## src/rtl/bms_contactor_sequencer.sv

```systemverilog
// Contactor coil sequencer for the battery pack: timed precharge, make-before-break
// handover to the main contactor, ordered opening, and a latched fault lockout.
module bms_contactor_sequencer #(
  parameter int unsigned PRECHARGE_CYCLES  = 20,
  parameter int unsigned OVERLAP_CYCLES    = 4,
  parameter int unsigned OPEN_DELAY_CYCLES = 8
) (
  input  logic       clk,
  input  logic       reset,
  input  logic [1:0] fault_state,
  input  logic       shutdown_signal,
  input  logic       enable_req,
  input  logic       clear_req,
  output logic       neg_contactor,
  output logic       pre_contactor,
  output logic       pos_contactor,
  output logic [2:0] seq_state,
  output logic       ready,
  output logic       derate,
  output logic       latched_fault,
  output logic [7:0] trip_count
);

  typedef enum logic [2:0] {
    ST_OPEN    = 3'd0,
    ST_PRECHG  = 3'd1,
    ST_MAIN    = 3'd2,
    ST_CLOSED  = 3'd3,
    ST_OPENING = 3'd4,
    ST_LOCKOUT = 3'd5
  } state_t;

  localparam logic [15:0] PRE_LAST  = 16'(PRECHARGE_CYCLES - 1);
  localparam logic [15:0] OVL_LAST  = 16'(OVERLAP_CYCLES - 1);
  localparam logic [15:0] OPEN_LAST = 16'(OPEN_DELAY_CYCLES - 1);

  state_t      r_state;
  logic [15:0] r_cnt;
  logic        r_latch;
  logic [7:0]  r_trip_cnt;
  logic        r_neg;
  logic        r_pre;
  logic        r_pos;
  logic        r_ready;
  logic        r_derate;

  state_t      w_state_nxt;
  logic [15:0] w_cnt_nxt;
  logic        w_latch_nxt;
  logic [7:0]  w_trip_cnt_nxt;
  logic        w_trip;
  logic        w_trip_evt;
  logic        w_neg_nxt;
  logic        w_pre_nxt;
  logic        w_pos_nxt;
  logic        w_ready_nxt;
  logic        w_derate_nxt;

  assign w_trip = shutdown_signal | fault_state[1];

  always_comb begin
    w_state_nxt = r_state;
    w_latch_nxt = r_latch;
    case (r_state)
      ST_OPEN: begin
        if (w_trip) begin
          w_state_nxt = ST_LOCKOUT;
          w_latch_nxt = 1'b1;
        end else if (enable_req) begin
          w_state_nxt = ST_PRECHG;
        end
      end
      ST_PRECHG: begin
        if (w_trip) begin
          w_state_nxt = ST_OPENING;
          w_latch_nxt = 1'b1;
        end else if (!enable_req) begin
          w_state_nxt = ST_OPENING;
        end else if (r_cnt == PRE_LAST) begin
          w_state_nxt = ST_MAIN;
        end
      end
      ST_MAIN: begin
        if (w_trip) begin
          w_state_nxt = ST_OPENING;
          w_latch_nxt = 1'b1;
        end else if (!enable_req) begin
          w_state_nxt = ST_OPENING;
        end else if (r_cnt == OVL_LAST) begin
          w_state_nxt = ST_CLOSED;
        end
      end
      ST_CLOSED: begin
        if (w_trip) begin
          w_state_nxt = ST_OPENING;
          w_latch_nxt = 1'b1;
        end else if (!enable_req) begin
          w_state_nxt = ST_OPENING;
        end
      end
      ST_OPENING: begin
        // A late trip only arms the latch; the open delay keeps running.
        if (w_trip) w_latch_nxt = 1'b1;
        if (r_cnt == OPEN_LAST) begin
          w_state_nxt = (w_latch_nxt) ? ST_LOCKOUT : ST_OPEN;
        end
      end
      ST_LOCKOUT: begin
        if (clear_req && !w_trip && (fault_state == 2'b00) && !enable_req) begin
          w_state_nxt = ST_OPEN;
          w_latch_nxt = 1'b0;
        end
      end
      default: begin
        w_state_nxt = ST_LOCKOUT;
        w_latch_nxt = 1'b1;
      end
    endcase
  end

  always_comb begin
    w_cnt_nxt      = (w_state_nxt != r_state) ? 16'd0 : r_cnt + 16'd1;
    w_trip_evt     = w_latch_nxt & ~r_latch;
    w_trip_cnt_nxt = r_trip_cnt;
    if (w_trip_evt && (r_trip_cnt != 8'hFF)) w_trip_cnt_nxt = r_trip_cnt + 8'd1;
  end

  // Coil outputs are decoded from the next state so they change on the deciding edge.
  always_comb begin
    w_neg_nxt    = 1'b0;
    w_pre_nxt    = 1'b0;
    w_pos_nxt    = 1'b0;
    w_ready_nxt  = 1'b0;
    w_derate_nxt = 1'b0;
    case (w_state_nxt)
      ST_PRECHG: begin
        w_neg_nxt = 1'b1;
        w_pre_nxt = 1'b1;
      end
      ST_MAIN: begin
        w_neg_nxt = 1'b1;
        w_pre_nxt = 1'b1;
        w_pos_nxt = 1'b1;
      end
      ST_CLOSED: begin
        w_neg_nxt    = 1'b1;
        w_pos_nxt    = 1'b1;
        w_ready_nxt  = 1'b1;
        w_derate_nxt = (fault_state == 2'b01);
      end
      ST_OPENING: w_neg_nxt = 1'b1;
      default: ;
    endcase
  end

  always_ff @(posedge clk or negedge reset) begin
    if (!reset) begin
      r_state    <= ST_OPEN;
      r_cnt      <= 16'd0;
      r_latch    <= 1'b0;
      r_trip_cnt <= 8'd0;
      r_neg      <= 1'b0;
      r_pre      <= 1'b0;
      r_pos      <= 1'b0;
      r_ready    <= 1'b0;
      r_derate   <= 1'b0;
    end else begin
      r_state    <= w_state_nxt;
      r_cnt      <= w_cnt_nxt;
      r_latch    <= w_latch_nxt;
      r_trip_cnt <= w_trip_cnt_nxt;
      r_neg      <= w_neg_nxt;
      r_pre      <= w_pre_nxt;
      r_pos      <= w_pos_nxt;
      r_ready    <= w_ready_nxt;
      r_derate   <= w_derate_nxt;
    end
  end

  assign neg_contactor = r_neg;
  assign pre_contactor = r_pre;
  assign pos_contactor = r_pos;
  assign seq_state     = r_state;
  assign ready         = r_ready;
  assign derate        = r_derate;
  assign latched_fault = r_latch;
  assign trip_count    = r_trip_cnt;

endmodule
```

## config.mk

```make
export PLATFORM = sky130hd
export DESIGN_NAME = bms_contactor_sequencer
export DESIGN_NICKNAME = d
export VERILOG_FILES = /design/src/rtl/bms_contactor_sequencer.sv
export SDC_FILE = /design/constraint.sdc
export NUM_CORES = 1
export LEC_CHECK = 0
export CAP_MARGIN = 20
export CORE_MARGIN = 4
export CORE_UTILIZATION = 50
export CTS_CLUSTER_SIZE = 24
export DETAILED_ROUTE_END_ITERATION = 10
export GPL_ROUTABILITY_DRIVEN = 1
export PLACE_DENSITY_LB_ADDON = 0.12
export SETUP_SLACK_MARGIN = 0.1
export SLEW_MARGIN = 10
export SYNTH_ARGS = -nofsm -noshare
export SYNTH_HDL_FRONTEND = slang
export SYNTH_SLANG_ARGS = --single-unit
```

## constraint.sdc

```tcl
create_clock -name clk -period 2.5 [get_ports clk]
set_input_delay 0.5 -clock clk [delete_from_list [all_inputs] [get_ports clk]]
set_output_delay 0.5 -clock clk [all_outputs]
set_load 0.01 [all_outputs]
```

==> qor.yml, run 1 <==
placed_design:
  gp_congestion: 0.914
  placedInstanceArea_um2: 2170
  dp_hpwl_mm: 2.74
  placedCellCount: 269
  dp_slack_ps: -169
  port_buffers: 23
floorplanning:
  die_h_um: 68.5
  dieArea_um2: 4700
  die_w_um: 68.5
  rows: 21
  boundaryPins: 24
  initial_utilization_pct: 53.2
  core-area_um2: 3440
yosys:
  syn_inst: 197
  synth_top_area_share_pct: 45.1
  synth_edf_count: 0
  yosysTopAreaCell: "dfrtp_1"
  yosys_warnings: 0
  synthDistinctLibCells: 44
  async_flop_share_pct: 100
  syn_area_per_cell_um2: 9.30
  synth_ff_type: "dfrtp_1"
  synth_area_leaders: "dfrtp_1 45%, nor2_1 7.6%, xnor2_1 5.3%, nand2_1 5.1%, xor2_1 4.8%"
  ys_ff_latch: 33
  synth_seq_area_share_pct: 45.1
  synthesis.area_um2: 1830
  synth_fp_nets: 206
clock_tree:
  tritoncts: "built"
  htreeDepth: 2
  clk_path_buf_depth: 2
  numCtsBuffers: 5
  cts_setup_buffers: 0
  cts_resized: 1
  holdBufCountCts: 0
  insertion_delay_ps: 280
  cts.sinks: 33
  root_buffer: "clkbuf_8"
  cts.reportedPaths.clkPinSlew_ps: 70
worst_setup_path:
  crit_start: "shutdown_signal"
  path_class: "input pin to flop"
  crit_top_cell: "o211ai_1"
  endpoint_kind: "flop"
  r2r-end: "r_cnt[0]"
  crit_chain: "clkdlybuf4s50_1 > or2_1 > o211ai_1 > o211ai_1 > a211oi_2 > mux2i_2 > buf_12 > nor3b_1"
  path_depth: 8
  crit_path_top_delay_cell: "clkdlybuf4s50_1"
  path_delay_family: "buffers and inverters"
  crit_path_start_kind: "input pin"
  reg2reg_from: "r_cnt[0]"
  worst-path-buf-inv: 2
  regToRegSetupSlack_ps: 400
  crit_arrival_ps: 2460
  required_ps: 2670
  endpoint: "r_cnt[0]"
  cp_slowest_stage_delay_ps: 460
  r2r_cells: 7
  crit_fanout: 16
pwr:
  ir_drop_mv: 0.537
  p_leak_nw: 0.974
  p_per_area_nw_per_um2: 851
cells_and_area:
  antenna_cells: 0
  drive_gt1_share_pct: 13.0
  multi_input_area_um2: 961
  seqCellArea_um2: 826
  largest_reg_flops: 16
  fill_cells: 275
  top_register: "r_cnt"
  fin_area_um2: 2300
  area_growth_pct: 25.4
  fin_nets: 239
  fin_cells: 277
global_route:
  antenna_found_initial: 0
  grt_pass1_vias: 1465
  track_usage_pct: 19.4
  grt_overflow: 0
  grt_pass1_wl_mm: 6.76
  grt_max_degree: 34
detailed_routing:
  vias_per_cell: 5.39
  vias: 1492
  drt_iter0_markers: 80
  wl_per_cell_um: 14.0
  drcViolationCount: 0
  ant_nets: 0
  first_pass_iters: 4
  routed_wl_mm: 3.89
sta:
  period_minus_slack_ps: 2290
  setup_viol: 0
  clock_skew_ps: 6.94
  worst-slew-pin-transition_ps: 610
  slew_headroom_pct: 59.2
  fmax_mhz: 437
  fin_crit_sh_pct: 91.5
  hold_viol: 0
  setup_ws_ps: 211
  drv_slew: 0
  grt_setup_unrepaired: "false"
status:
  status: "finished, final reports clean"
flow_run:
  maxCapViolations: 0
min_path:
  hp-class: "flop to flop"
## per-layer routing
| layer | track usage (%) | vias to the layer above | wire length (µm) |
|---|---|---|---|
| li1 | - | 739 | - |
| met1 | 23.4 | 717 | 1620 |
| met2 | 32.8 | 28 | 2020 |
| met3 | 4.86 | 8 | 173 |
| met4 | 8.19 | 0 | 75 |
| met5 | 0 | - | 0 |
## layout make-up
| cell class | instances | area share [%] |
|---|---|---|
| Clock buffer | 7 | 3.76 |
| Clock inverter | 1 | 1.31 |
| Inverter | 1 | 0.163 |
| Multi-Input combinational cell | 154 | 41.8 |
| Sequential cell | 33 | 35.9 |
| Tap cell | 46 | 2.51 |
| Timing Repair Buffer | 35 | 14.5 |
## synthesized netlist by cell type, types with 2 or more instances
master	count
buf_2	5
and3_1	6
a31oi_1	2
nand2_1	25
nor4b_1	3
clkbuf_1	2
ha_1	2
nand2b_1	3
xor2_1	10
a211oi_2	2
nand3_1	9
o21ai_0	7
nor3_1	5
nand4_1	6
xnor2_1	11
and4_1	2
dfrtp_1	33
o211ai_1	2
nor2_1	37
## cell usage in the layout, fill, tap and decap left out, drive strengths merged
master          n
a211oi          2
a21boi          1
a21o            1
a21oi           1
a221oi          1
a22oi           1
a31oi           2
and3            6
and3b           1
and4            2
buf            12
bufinv          1
clkbuf          7
clkdlybuf4s50  23
dfrtp          33
ha              2
inv             1
mux2            1
mux2i           1
nand2          25
nand2b          3
nand3           9
nand3b          1
nand4           7
nor2           37
nor3            5
nor3b           2
nor4            2
nor4b           4
o211ai          2
o21ai           8
o22a            1
o22ai           1
or2             1
or3             2
or3b            1
xnor2          11
xor2           10
## power by group
part / leakage, nW / switching (W) / total [W] / internal, W
clock: 0.0585 / 0.000190 / 0.000515 / 0.000325
sequential: 0.414 / 0.000132 / 0.000758 / 0.000626
combinational: 0.502 / 0.000330 / 0.000681 / 0.000351
## through the flow
step | util [%] | power, W | TNS [ps] | hold WS [ps]
2_1_floorplan | - | 0.00115 | 0 | 204
3_3_place_gp | 63.1 | 0.00142 | -1110 | 461
3_5_place_dp | 63.1 | 0.00144 | -2000 | 486
4_1_cts | 66.7 | 0.00197 | 0 | 495
5_1_grt | 66.7 | 0.00208 | 0 | 510
6_report | 66.7 | 0.00195 | 0 | 492
## cells by family after synthesis
group           count (synthesis)  synth area share (%)
buf+inv                        10                  2.87
flops                          33                  45.1
fa+ha+maj                       2                  1.37
mux                             2                  1.37
simple gates                  108                  31.2
xor+xnor                       21                  10.0
compound gates                 21                  8.06
## worst min-delay path by stage
stage | from | end | slack (ps) | cells past startpoint
6_report | r_cnt[0] | r_cnt[0] | 490 | 1
5_1_grt | trip_count[5] | trip_count[5] | 510 | 1
4_1_cts | r_cnt[0] | r_cnt[0] | 490 | 1
3_5_place_dp | r_cnt[0] | r_cnt[0] | 490 | 1
3_3_place_gp | r_cnt[0] | r_cnt[0] | 460 | 1
2_1_floorplan | reset | derate | 200 | 0
No activity file was read; power rests on OpenSTA's default activity.
==> run 2, diff against run 1 <==
PLACE_DENSITY = 0.72   (was default)
PLACE_DENSITY_LB_ADDON = default   (was 0.12)
==> run 2 against run 1 <==
Against the previous run: flip-flop and latch count unchanged; clock skew barely moved; combinational power shrank 1%; non-clock buffer count rose by 4; largest power group unchanged; utilization up 0.51 points; first-iteration DRC count is 45% higher; via count grew 6.6%; highest routed layer unchanged; die area unchanged.
==> qor.yml, run 2 (same netlist as run 1, synthesis figures left out) <==
pwr:
  p_total_w: 0.00183  # was 0.00195 W
  p_leak_nw: 0.976  # was 0.974 nW
  p_per_area_nw_per_um2: 790  # was 851 nW/µm²
  ir_drop_mv: 0.481  # was 0.537 mV
sta:
  period_minus_slack_ps: 2280  # was 2290 ps
  slew_headroom_pct: 64.0  # was 59.2%
  worst-slew-pin-transition_ps: 539  # was 610 ps
  clock_skew_ps: 6.69  # was 6.94 ps
  drv_slew: 0  # unchanged
  setup_viol: 0  # unchanged
  grt_setup_unrepaired: "false"  # unchanged
  hold_viol: 0  # unchanged
  fin_crit_sh_pct: 91.2  # was 91.5%
  fmax_mhz: 439  # was 437 MHz
detailed_routing:
  vias_per_cell: 5.64  # was 5.39
  ant_nets: 0  # unchanged
  wl_per_cell_um: 14.5  # was 14.0 µm
  drcViolationCount: 0  # unchanged
  drt_iter0_markers: 116  # was 80
  vias: 1590  # was 1492
  routed_wl_mm: 4.08  # was 3.89 mm
  first_pass_iters: 4  # unchanged
floorplanning:
  die_h_um: 68.5  # unchanged
  boundaryPins: 24  # unchanged
  rows: 21  # unchanged
  die_w_um: 68.5  # unchanged
  initial_utilization_pct: 53.2  # unchanged
  dieArea_um2: 4700  # unchanged
  core-area_um2: 3440  # unchanged
placed_design:
  gp_congestion: 0.865  # was 0.914
  dp_hpwl_mm: 2.82  # was 2.74 mm
  port_buffers: 23  # unchanged
  placedInstanceArea_um2: 2170  # about the same
cells_and_area:
  final_cell_mix: "37 x nor2_1, 33 x dfrtp_1, 25 x nand2_1"  # unchanged
  largest_reg_flops: 16  # unchanged
  fin_area_um2: 2310  # was 2300 µm²
  seqCellArea_um2: 826  # unchanged
  antenna_cells: 0  # unchanged
  fin_nets: 244  # was 239
  fill_cells: 265  # was 275
  top_register: "r_cnt"  # unchanged
  area_growth_pct: 26.4  # was 25.4%
  drive_gt1_share_pct: 16.5  # was 13.0%
  final_util_pct: 67.2  # was 66.7%
  multi_input_area_um2: 991  # was 961 µm²
  final_common_cell: "nor2_1"  # unchanged
global_route:
  grt_overflow: 0  # unchanged
  track_usage_pct: 19.4  # about the same
  grt_max_degree: 34  # unchanged
  grt_pass1_wl_mm: 6.71  # was 6.76 mm
  antenna_found_initial: 0  # unchanged
  grt_pass1_vias: 1527  # was 1465
status:
  status: "finished, final reports clean"  # unchanged
worst_setup_path:
  crit_chain: "clkdlybuf4s50_1 > or2_1 > buf_4 > nor2_1 > o211ai_1 > a211oi_2 > mux2i_2 > buf_4 > nor2_1"  # was clkdlybuf4s50_1 > or2_1 > o211ai_1 > o211ai_1 > a211oi_2 > mux2i_2 > buf_12 > nor3b_1
  path_delay_family: "buffers and inverters"  # unchanged
  required_ps: 2680  # was 2670 ps
  crit_fanout: 10  # was 16
  path_class: "input pin to flop"  # unchanged
  worst-path-buf-inv: 3  # was 2
  crit_path_start_kind: "input pin"  # unchanged
  endpoint_kind: "flop"  # unchanged
  regToRegSetupSlack_ps: 370  # was 400 ps
  crit_arrival_ps: 2460  # about the same
  cp_slowest_stage_delay_ps: 480  # was 460 ps
  crit_path_top_delay_cell: "clkdlybuf4s50_1"  # unchanged
clock_tree:
  cts.reportedPaths.clkPinSlew_ps: 70  # about the same
  insertion_delay_ps: 290  # was 280 ps
  numCtsBuffers: 5  # unchanged
  cts.sinks: 33  # unchanged
  htreeDepth: 2  # unchanged
  clk_path_buf_depth: 2  # unchanged
  root_buffer: "clkbuf_8"  # unchanged
  tritoncts: "built"  # unchanged
min_path:
  hp-class: "flop to flop"  # unchanged
flow_run:
  maxCapViolations: 0  # unchanged
[run 2: path summary, 6_finish.rpt]
check,startpoint,end,depth (start not counted)
max reg2reg,r_cnt[6],r_cnt[6],6
max in group asynchronous,reset,r_cnt[9],2
min,r_cnt[0],r_cnt[0],1
min in group asynchronous,reset,trip_count[7],2
min reg2reg,r_cnt[0],r_cnt[0],1
max,fault_state[1],r_cnt[6],9
[run 2: timing repair]
item | in CTS | in global routing
cloned | 0 | 1
hold buffers | 0 | 0
setup endpoints to repair | 2 | 2
buffers inserted | 0 | 3
pin swaps | 0 | 1
resized for setup | 1 | 3
endpoints found under the hold margin | 0 | 0
[run 2: report_power, final]
| part | internal, W | total [W] | switching [W] |
|---|---|---|---|
| Combinational | 0.000340 | 0.000674 | 0.000334 |
| Sequential | 0.000626 | 0.000762 | 0.000136 |
| Clock | 0.000192 | 0.000393 | 0.000201 |
[run 2: final cells by class]
class | instances | share of cell area, %
clock buffer | 5 | 2.97
timing repair buffer | 39 | 15.1
clock inverter | 3 | 0.757
inverter | 1 | 0.162
tap | 46 | 2.49
multi-input combinational | 155 | 42.8
sequential | 33 | 35.7
[run 2: routing by layer]
metal / vias up / routed length [µm] / track usage [%]
met1: 785 / 1710 / 21.2
met2: 33 / 2080 / 35.3
met5: - / 0 / 0
met4: 0 / 93 / 8.93
li1: 762 / - / -
met3: 10 / 203 / 4.38
[run 2: per-stage QoR]
| stage | cells | setup WS (ps) | hold slack, ps | setup TNS, ps |
|---|---|---|---|---|
| after floorplan | 197 | 417 | 204 | 0 |
| after global placement | 270 | -105 | 458 | -1130 |
| after detailed placement | 270 | -178 | 467 | -2190 |
| after CTS | 278 | 230 | 478 | 0 |
| after global routing | 282 | 115 | 508 | 0 |
| final | 282 | 220 | 481 | 0 |
==> run 3, diff against run 2 <==
==> constraint.sdc (replaced) <==
create_clock -name clk -period 2.5 [get_ports clk]
set_input_delay 0.25 -clock clk [delete_from_list [all_inputs] [get_ports clk]]
set_output_delay 0.25 -clock clk [all_outputs]
set_load 0.01 [all_outputs]
==> run 3 against run 2 <==
Against the previous run: utilization down 2.7 points; worst hold slack lost 110 ps; combinational power grew 0.9%; worst setup slack better by 120 ps; maximum frequency is 5.5% higher; sequential share of layout area rose by 1.5 points; total power is 7.0% higher; sequential power about the same; non-clock buffer count decreased by 14; wire length decreased by 6.0%; critical path depth down 2; largest power group unchanged; via count is 8.2% lower.
==> qor.yml, run 3 (same netlist as run 1, synthesis figures left out) <==
global_route:
  track_usage_pct: 18.3  # was 19.4%
  antenna_found_initial: 0  # unchanged
  grt_overflow: 0  # unchanged
  grt_max_degree: 34  # unchanged
  grt_pass1_vias: 1400  # was 1527
  grt_pass1_wl_mm: 6.36  # was 6.71 mm
sta:
  drv_slew: 0  # unchanged
  worst-slew-pin-transition_ps: 641  # was 539 ps
  period_minus_slack_ps: 2160  # was 2280 ps
  fin_crit_sh_pct: 86.5  # was 91.2%
  hold_viol: 0  # unchanged
  grt_setup_unrepaired: "false"  # unchanged
  setup_viol: 0  # unchanged
  clock_skew_ps: 14.8  # was 6.69 ps
  slew_headroom_pct: 57.2  # was 64.0%
  fin_setup_tns_ps: 0  # unchanged
  fmax_mhz: 463  # was 439 MHz
cells_and_area:
  area_growth_pct: 21.3  # was 26.4%
  largest_reg_flops: 16  # unchanged
  fin_cells: 267  # was 282
  final_common_cell: "nor2_1"  # unchanged
  drive_gt1_share_pct: 9.05  # was 16.5%
  top_register: "r_cnt"  # unchanged
  final_cell_mix: "37 x nor2_1, 33 x dfrtp_1, 25 x nand2_1"  # unchanged
  fill_cells: 292  # was 265
  antenna_cells: 0  # unchanged
  fin_nets: 229  # was 244
pwr:
  p_per_area_nw_per_um2: 881  # was 790 nW/µm²
  p_leak_nw: 0.925  # was 0.976 nW
  ir_drop_mv: 0.424  # was 0.481 mV
  p_total_w: 0.00196  # was 0.00183 W
floorplanning:
  rows: 21  # unchanged
  core-area_um2: 3440  # unchanged
  dieArea_um2: 4700  # unchanged
  boundaryPins: 24  # unchanged
  die_w_um: 68.5  # unchanged
  die_h_um: 68.5  # unchanged
  initial_utilization_pct: 53.2  # unchanged
clock_tree:
  cts.reportedPaths.clkPinSlew_ps: 80  # was 70 ps
  clk_path_buf_depth: 2  # unchanged
  insertion_delay_ps: 290  # about the same
  numCtsBuffers: 5  # unchanged
  htreeDepth: 2  # unchanged
  tritoncts: "built"  # unchanged
  root_buffer: "clkbuf_8"  # unchanged
  holdBufCountCts: 0  # unchanged
  cts.sinks: 33  # unchanged
worst_setup_path:
  crit_path_top_delay_cell: "dfrtp_1"  # was clkdlybuf4s50_1
  endpoint_kind: "flop"  # unchanged
  required_ps: 2660  # was 2680 ps
  path_class: "flop to flop"  # was input pin to flop
  crit_fanout: 16  # was 10
  crit_arrival_ps: 2330  # was 2460 ps
  crit_path_start_kind: "flop"  # was input pin
  crit_chain: "ha_1 > nor4b_4 > nand4_1 > a211oi_2 > mux2i_2 > buf_12 > nor3b_1"  # was clkdlybuf4s50_1 > or2_1 > buf_4 > nor2_1 > o211ai_1 > a211oi_2 > mux2i_2 > buf_4 > nor2_1
  cp_slowest_stage_delay_ps: 380  # was 480 ps
detailed_routing:
  first_pass_iters: 5  # was 4
  ant_nets: 0  # unchanged
  vias: 1460  # was 1590
  drcViolationCount: 0  # unchanged
  vias_per_cell: 5.47  # was 5.64
  wl_per_cell_um: 14.4  # was 14.5 µm
  drt_iter0_markers: 108  # was 116
  routed_wl_mm: 3.84  # was 4.08 mm
status:
  status: "finished, final reports clean"  # unchanged
placed_design:
  port_buffers: 23  # unchanged
  placedCellCount: 259  # was 270
  dp_hpwl_mm: 2.60  # was 2.82 mm
  gp_congestion: 0.888  # was 0.865
flow_run:
  maxCapViolations: 0  # unchanged
min_path:
  hp-class: "input pin to async pin"  # was flop to flop
run 3: cell types whose count changed in the layout (fill, tap and decap cells not counted), sizes merged:
cell	delta
buf	-14
clkbuf	+2
clkinv	-2
a211oi	-1
bufinv	+1
clkinvlp	-1
run 3: layout make-up:
class	instances	area (µm²)	area share, %
Clock buffer	7	86.3	3.89
Clock inverter	1	30.0	1.35
Inverter	1	3.75	0.169
Multi-Input combinational cell	154	961	43.2
Sequential cell	33	826	37.2
Tap cell	46	57.6	2.59
Timing Repair Buffer	25	258	11.6
run 3: worst paths after layout:
check,start,to,slack [ps],cells after the start
worst min-delay path,reset,ready,370,2
max in group asynchronous,reset,r_cnt[11],1820,2
worst min register to register,r_cnt[0],r_cnt[0],480,1
worst max register to register,r_cnt[0],r_cnt[0],340,7
min in group clk,r_cnt[0],r_cnt[0],480,1
worst max-delay path,r_cnt[0],r_cnt[0],340,7
run 3: layer usage:
layer | wire [µm] | vias up | global-route usage [%]
met4 | 51 | 0 | 7.94
met1 | 1720 | 687 | 23.1
met5 | 0 | - | 0
met2 | 1890 | 44 | 30.0
li1 | - | 723 | -
met3 | 184 | 6 | 3.89
run 3: per-stage QoR:
| step | utilization, % | hold slack, ps | cell area, µm² | setup WS (ps) |
|---|---|---|---|---|
| floorplan | - | -45.6 | 1830 | 558 |
| global placement | 61.0 | 458 | 2100 | 85.2 |
| detailed placement | 61.0 | 481 | 2100 | -23.7 |
| CTS | 64.3 | 387 | 2210 | 260 |
| global route | 64.6 | 421 | 2220 | 221 |
| finish | 64.6 | 371 | 2220 | 339 |
run 3: power by group:
group          total (W)  internal (W)  switching (W)  leakage (nW)
sequential      0.000762      0.000626       0.000136         0.414
combinational   0.000680      0.000344       0.000335         0.453
clock           0.000516      0.000325       0.000191        0.0585
total            0.00196       0.00130       0.000662         0.925
run 3: worst max-delay path: cells and delay by family, from the launching register on:
kind	cells	cell delay, ps
compound gates	1	350
fa+ha+maj	1	220
buf+inv	1	180
flops	1	380
mux	1	310
simple gates	3	610
run 3: what timing repair did:
action | 4_1_cts | 5_1_grt
setup endpoints to repair | 0 | 3
buffers inserted | 0 | 0
gates resized for setup | 0 | 1
hold endpoints to repair | 0 | 0
